<file path="src/rtl/addsub_rr_scheduler.sv">
// Purpose : round-robin scheduler sharing one combinational add/sub datapath among NREQ requesters.
// Latency : accept in cycle 0, datapath in cycle 1, response valid from cycle 2 (3 cycles minimum per transaction).
// Backpress: rsp_* are held while rsp_ready=0, and no new request is accepted until the response handshake.
//
// Ports:
//   clk, rst_n                      clock (rising edge), asynchronous active-low reset
//   req_valid/req_ready             per-requester handshake; req_ready is one-hot or zero
//   req_a/req_b/req_mode            packed operands (requester i at [i*W +: W]) and mode (1 = subtract)
//   au_a/au_b/au_mode/au_out        shared external datapath; au_out is combinational from au_*
//   rsp_valid/rsp_ready             response handshake
//   rsp_id/rsp_result               served requester index and registered W+1-bit result
//   err                             sticky datapath-mismatch flag, cleared only by reset
module addsub_rr_scheduler #(
    parameter int NREQ = 4,
    parameter int W    = 4,
    localparam int IDW = (NREQ > 1) ? $clog2(NREQ) : 1
) (
    input  logic                clk,
    input  logic                rst_n,
    input  logic [NREQ-1:0]     req_valid,
    output logic [NREQ-1:0]     req_ready,
    input  logic [NREQ*W-1:0]   req_a,
    input  logic [NREQ*W-1:0]   req_b,
    input  logic [NREQ-1:0]     req_mode,
    output logic [W-1:0]        au_a,
    output logic [W-1:0]        au_b,
    output logic                au_mode,
    input  logic [W:0]          au_out,
    output logic                rsp_valid,
    input  logic                rsp_ready,
    output logic [IDW-1:0]      rsp_id,
    output logic [W:0]          rsp_result,
    output logic                err
);

    typedef enum logic [1:0] {
        ST_IDLE = 2'd0,
        ST_EXEC = 2'd1,
        ST_RESP = 2'd2
    } state_t;

    state_t          state;
    logic [IDW-1:0]  rr_ptr;

    // ------------------------------------------------------------------
    // Round-robin winner search, starting at rr_ptr and wrapping.
    // ------------------------------------------------------------------
    logic            grant_any;
    logic [IDW-1:0]  grant_idx;
    logic [IDW-1:0]  cand;

    always_comb begin
        grant_any = 1'b0;
        grant_idx = '0;
        cand      = '0;
        for (int k = 0; k < NREQ; k++) begin
            cand = IDW'((int'(rr_ptr) + k) % NREQ);
            for (int i = 0; i < NREQ; i++) begin
                if (!grant_any && (IDW'(i) == cand) && req_valid[i]) begin
                    grant_any = 1'b1;
                    grant_idx = cand;
                end
            end
        end
    end

    // Operand mux for the winner; constant loop indices keep part-selects static.
    logic [W-1:0]    sel_a;
    logic [W-1:0]    sel_b;
    logic            sel_mode;

    always_comb begin
        sel_a    = '0;
        sel_b    = '0;
        sel_mode = 1'b0;
        for (int i = 0; i < NREQ; i++) begin
            if (IDW'(i) == grant_idx) begin
                sel_a    = req_a[i*W +: W];
                sel_b    = req_b[i*W +: W];
                sel_mode = req_mode[i];
            end
        end
    end

    // Acceptance is combinational and only in IDLE; forced low while reset is asserted.
    always_comb begin
        req_ready = '0;
        for (int i = 0; i < NREQ; i++) begin
            req_ready[i] = rst_n && (state == ST_IDLE) && grant_any && (IDW'(i) == grant_idx);
        end
    end

    // Reference result for the datapath self-check; both branches wrap in W+1 bits.
    logic [W:0]      exp_res;
    assign exp_res = au_mode ? ({1'b0, au_a} - {1'b0, au_b})
                             : ({1'b0, au_a} + {1'b0, au_b});

    // Pointer moves past the served requester, only when its response is taken.
    logic [IDW-1:0]  ptr_next;
    assign ptr_next = (rsp_id == IDW'(NREQ - 1)) ? '0 : rsp_id + 1'b1;

    // ------------------------------------------------------------------
    // Transaction FSM with registered outputs.
    // ------------------------------------------------------------------
    always_ff @(posedge clk or negedge rst_n) begin
        if (!rst_n) begin
            state      <= ST_IDLE;
            rr_ptr     <= '0;
            au_a       <= '0;
            au_b       <= '0;
            au_mode    <= 1'b0;
            rsp_valid  <= 1'b0;
            rsp_id     <= '0;
            rsp_result <= '0;
            err        <= 1'b0;
        end else begin
            case (state)
                ST_IDLE: begin
                    if (grant_any) begin
                        au_a    <= sel_a;
                        au_b    <= sel_b;
                        au_mode <= sel_mode;
                        rsp_id  <= grant_idx;
                        state   <= ST_EXEC;
                    end
                end
                ST_EXEC: begin
                    // au_* are stable here, so au_out has settled for this operand set.
                    rsp_result <= au_out;
                    if (au_out != exp_res) begin
                        err <= 1'b1;
                    end
                    rsp_valid  <= 1'b1;
                    state      <= ST_RESP;
                end
                ST_RESP: begin
                    if (rsp_ready) begin
                        rsp_valid <= 1'b0;
                        rr_ptr    <= ptr_next;
                        state     <= ST_IDLE;
                    end
                end
                default: begin
                    state <= ST_IDLE;
                end
            endcase
        end
    end

    // ------------------------------------------------------------------
    // Protocol properties.
    // ------------------------------------------------------------------
    a_ready_onehot: assert property (@(posedge clk) disable iff (!rst_n)
        $onehot0(req_ready));

    a_ready_busy: assert property (@(posedge clk) disable iff (!rst_n)
        (state != ST_IDLE) |-> (req_ready == '0));

    a_rsp_hold: assert property (@(posedge clk) disable iff (!rst_n)
        (rsp_valid && !rsp_ready) |=> (rsp_valid && $stable(rsp_id) && $stable(rsp_result)));

endmodule

</file>
<file path="config.mk">
export PLATFORM = sky130hd
export DESIGN_NAME = addsub_rr_scheduler
export DESIGN_NICKNAME = d
export VERILOG_FILES = /design/src/rtl/addsub_rr_scheduler.sv
export SDC_FILE = /design/constraint.sdc
export NUM_CORES = 1
export LEC_CHECK = 0
export ABC_AREA = 1
export BUFFER_PORTS_ARGS = -buffer_cell sky130_fd_sc_hd__buf_2
export CAP_MARGIN = 20
export CELL_PAD_IN_SITES_DETAIL_PLACEMENT = 1
export CELL_PAD_IN_SITES_GLOBAL_PLACEMENT = 2
export CORE_AREA = 5 5 94 88
export CTS_CLUSTER_SIZE = 28
export DETAILED_ROUTE_END_ITERATION = 16
export DIE_AREA = 0 0 99 93
export MAX_ROUTING_LAYER = met4
export PLACE_DENSITY = 0.86
export SLEW_MARGIN = 5
export SYNTH_ARGS = -nofsm -noshare
export SYNTH_HDL_FRONTEND = slang
export SYNTH_SLANG_ARGS = --single-unit
export TNS_END_PERCENT = 100
</file>
<file path="constraint.sdc">
create_clock -name clk -period 2.9 [get_ports clk]
set_input_delay 0.145 -clock clk [delete_from_list [all_inputs] [get_ports clk]]
set_output_delay 0.145 -clock clk [all_outputs]
set_load 0.02 [all_outputs]
</file>
# Word level (Yosys, flattened, before mapping)
# Index checks and enable logic that the tools add are counted.
[word_totals]
regBits = 22
input_bits = 48
output_inout_bits = 22
[op_classes]
add_sub_neg = 6
n_eq_ne = 21
n_mux = 51
reduce_logical = 64
[ops]
columns = ["op", "n"]
rows = [
  ["2-bit 2-to-1 mux", 19],
  ["1-bit logical AND", 37],
  ["4-bit 2-to-1 mux", 8],
  ["1-bit 2-to-1 mux", 21],
  ["2-bit == test (first input constant)", 10],
  ["1-bit zero test", 15],
  ["2-bit zero test", 6],
  ["1-bit by 2-bit == test with 1-bit output (first input constant)", 5],
  ["2-bit AND reduction", 5],
  ["2-bit case mux with 3 select lines", 1],
  ["4-bit by 4-bit adder with 5-bit output", 1],
  ["5-bit 2-to-1 mux", 1],
  ["5-bit != test", 1],
  ["4-bit by 4-bit subtractor with 5-bit output", 1],
  ["2-bit by 1-bit adder with 2-bit output (second input constant)", 2],
  ["2-bit adder (second input constant)", 2],
  ["2-bit == test (second input constant)", 2],
  ["2-bit != test (second input constant)", 2],
  ["2-bit by 1-bit == test with 1-bit output (second input constant)", 1],
  ["1-bit case mux with 2 select lines", 1],
  ["2-bit nonzero test", 1],
]

# Depth between registers and ports, before layout
[logic_depth]
ltp_word = 68
mapped_depth = 18
mapped_depth_nobuf = 17

# Worst setup path after synthesis
# OpenSTA, ideal clock, no wires.
[synth_path]
path_kind = "register -> output"
from = "reg rr_ptr[0]"
to = "out req_ready[2]"
t_arrival_ps = 2245
setup_slack_ps = 510
path_stages_with_launch = 14
cell_sequence = "dfrtp_1 inv_1 ha_1 nand2_1 nand2_2 nor2_4 nand2_2 nor2_4 nand3_4 nand3_2 nand2_4 buf_8 buf_12 nor3_1"
[synth_between]
elab_chain_cells = 65
[synth_rtl]
columns = ["element", "line", "source"]
rows = [
  ["start: declaration", "43", "logic [IDW-1:0] rr_ptr;"],
  ["start signal: assignment", "139", "rr_ptr <= ptr_next;"],
  ["2-bit zero test", "59", "if (!grant_any && (IDW'(i) == cand) && req_valid[i]) begin"],
  ["1-bit logical AND", "59", ""],
  ["1-bit 2-to-1 mux", "59", ""],
  ["1-bit zero test", "59", ""],
  ["1-bit logical AND (2 in series)", "59", ""],
  ["1-bit 2-to-1 mux", "59", ""],
  ["1-bit zero test", "59", ""],
  ["1-bit logical AND (2 in series)", "59", ""],
  ["[... 45 more ...]", "--", ""],
  ["1-bit zero test", "59", ""],
  ["1-bit logical AND (2 in series)", "59", ""],
  ["1-bit 2-to-1 mux", "59", ""],
  ["1-bit zero test", "59", ""],
  ["1-bit logical AND (2 in series)", "59", ""],
  ["2-bit 2-to-1 mux or 1-bit 2-to-1 mux (tied branches)", "59", ""],
  ["2-bit == test or 1-bit logical AND (tied branches)", "89", "req_ready[i] = rst_n && (state == ST_IDLE) && grant_any && (IDW'(i) == grant_idx);"],
  ["1-bit logical AND *", "89", ""],
  ["end: declaration", "21", "output logic [NREQ-1:0] req_ready,"],
]
# Mark *: on every way between the ends. The rest lies on a longest branch, timed or not.

# Worst setup path after layout
[layout_path]
from = "reg rr_ptr[1]"
to = "out req_ready[3]"
# Same word-level chain as after synthesis.

==> results.toml <==
[sta]
tightest_slew_ns = 0.358
fin_crit_sh_pct = 91.7
finalSetupViolCount = 0
grt_setup_unrepaired = "false"
period_needed_ns = 2.66
fmax_mhz = 376
fin_tns_setup_ns = 0
skew_ns = 0.00251
hold_viol_final = 0
max_slew_margin_pct = 75.9
drv_slew = 0

[routing]
vias = 1837
via_per_inst = 4.47
postRouteAntennaNets = 0
wl_per_cell_um = 13.3
drt_drc_violations_left = 0
dr.pass1.iters = 4
drt-initial-drc-count = 36
wl_um = 5450

[synthesis]
yosys-top-cells-count = "nand2_1 (86), nand3_1 (23), dfrtp_1 (22)"
netlist_area_um2 = 1810
yosysMostFrequentCell = "nand2_1"
avgSynthCellArea_um2 = 7.34
ys_seq_elements = 22
syn_inst = 246
synth_edf_count = 0
seq_area_frac_synth_pct = 30.5
synth_cell_types = 34
synthArstFlopShare_pct = 100
yosysTopAreaCell = "dfrtp_1"
yosysTopAreaCellShare_pct = 30.5
yosys_warnings = 0
ys_top_cells_by_area = "dfrtp_1 (30%), nand2_1 (18%), ha_1 (6.9%), nand3_1 (6.4%), nand3_2 (4.4%)"
synthesis.nets = 305
synth_top_flop_cell = "dfrtp_1"

[finish]
fin_nets = 375
drive_gt1_share_pct = 32.1
n_antenna_cell = 0
areaGrowthSynthToFinish_pct = 26.8

[hold_path]
min_from = "rsp_ready"
holdPathStages = 2
hp-class = "in -> reg"
min_to = "state[1]"

[cts]
worstSkewPairLatency_ns = 0.26
cts_tree = "built"
clock_path_buffers = 2
clk_pin_slew_worst_paths_ns = 0.08
htreeDepth = 1
cts_root_buf = "clkbuf_8"
cts_sinks = 22
numCtsBuffers = 3

[die]
dieArea_um2 = 9210
die_h_um = 93
fp-row-count = 30
core_um2 = 7240
initial_core_util_pct = 24.9
ios = 70
die_x_um = 99

[critical_path]
worstPathArrival_ns = 2.51
worstSetupEndpointType = "output pin"
crit_chain = "inv_1 > ha_1 > nand2_1 > nand2_2 > nor2_4 > nand2_2 > nor2_4 > nand3_4 > nand2_2 > nand2_2 > nand2_8 > inv_2 > nor3_1 > buf_2"
r2r_slack_ns = 0.52
start_kind = "flop"
cp_max_fo = 21
max_stage_delay_ns = 0.44
critPathMostFrequentCell = "nand2_2"
r2r-end = "au_b[1]"
r2r_cells = 17
worst-setup-path-type = "reg -> out"
required_ns = 2.76
slowest_stage = "dfrtp_1"
timing.rr.start = "rr_ptr[1]"

[grt]
grt_first_pass_wirelength_um = 9430
grt-ovfl-total = 0
grt.total_usage_pct = 12.6
grt_pass1_vias = 1934
grt_max_degree = 24
antenna_found_initial = 0

[outcome]
status = "finished, final reports clean"

[placement]
dp_hpwl_um = 4570
place_congestion = 0.770
portBuffers = 69

[run]
maxCapViolCount = 0
-- layout make-up --
| cell class | count | area [um^2] |
|---|---|---|
| Fill cell | 920 | 4950 |
| Timing Repair Buffer | 73 | 378 |
| Inverter | 24 | 92.6 |
| Sequential cell | 22 | 552 |
| Clock buffer | 4 | 55.1 |
| Tap cell | 96 | 120 |
| Multi-Input combinational cell | 192 | 1090 |
-- flip-flops by register name, indices dropped and copies added, names as in the netlist --
signal      cells
rr_ptr          2
au_a            4
err             1
state           2
au_mode         1
au_b            4
rsp_result      5
rsp_id          2
rsp_valid       1
-- worst max-delay path: cells and delay by family (launching register included) --
family / cells / cell delay, ns
buf+inv: 3 / 0.42
simple gates: 10 / 1.14
fa+ha+maj: 1 / 0.23
flops: 1 / 0.44
-- through the flow --
stage / setup slack [ns] / std cells / cell area (um^2) / hold slack (ns) / utilization, %
2_1_floorplan: 0.510 / 246 / 1810 / -0.151 / -
3_3_place_gp: 0.465 / 405 / 2200 / 0.141 / 30.3
5_1_grt: 0.0167 / 411 / 2290 / 0.100 / 31.6
3_5_place_dp: 0.391 / 405 / 2200 / 0.154 / 30.3
6_report: 0.240 / 411 / 2290 / 0.0896 / 31.6
4_1_cts: 0.0854 / 410 / 2260 / 0.0839 / 31.2
-- worst max path at each step --
stage | from | endpoint | slack (ns) | depth (start not counted)
detailed placement | rr_ptr[0] | req_ready[3] | 0.39 | 14
CTS | rr_ptr[0] | req_ready[3] | 0.09 | 14
finish | rr_ptr[1] | req_ready[3] | 0.24 | 14
floorplan | rr_ptr[0] | req_ready[2] | 0.51 | 13
global route | rr_ptr[0] | req_ready[3] | 0.02 | 14
global placement | rr_ptr[0] | req_ready[3] | 0.46 | 14
-- cell usage in the layout (no fill, tap or decap), types with 2 or more instances in the layout --
master    instances
inv_1            18
ha_1             10
o211ai_1          2
xor2_1            6
nor2_4            3
inv_2             4
o21ai_0           5
a21oi_1           5
nand3_2           8
nand3_1          23
xnor2_1           2
dfrtp_1          21
nand2_2           4
buf_2            69
nand4_1           9
nor3_1            4
clkbuf_8          4
buf_4             3
nor2_1           12
nand2_8           2
o21ai_1           3
nand2_1          86
-- metal layers --
metal / wire length (um) / up-vias / global-route usage [%]
met5: 0 / - / -
met4: 30 / 0 / 2.73
met3: 148 / 2 / 1.04
met2: 2580 / 44 / 19.7
met1: 2690 / 853 / 17.9
li1: - / 938 / -
-- kinds of logic (layout without fill, tap and decap cells) --
logic type | Yosys count | after routing | share of synthesized area, %
AO/OA/AOI/OAI | 20 | 20 | 6.44
XOR/XNOR | 8 | 8 | 3.88
flip-flops | 22 | 22 | 30.5
buffers and inverters | 32 | 101 | 9.97
adder cells (fa/ha/maj) | 11 | 11 | 8.03
AND/OR/NAND/NOR | 153 | 153 | 41.2
-- what timing repair did --
action | 4_1_cts | 5_1_grt
hold buffers | 1 | 0
resized for setup | 0 | 6
endpoints found under the setup margin | 0 | 4
hold endpoints to repair | 22 | 0
buffers inserted | 0 | 1
Power is left out: the tool's default activity adds up to more than one toggle a clock period on the data nets, which glitch-free logic cannot reach.
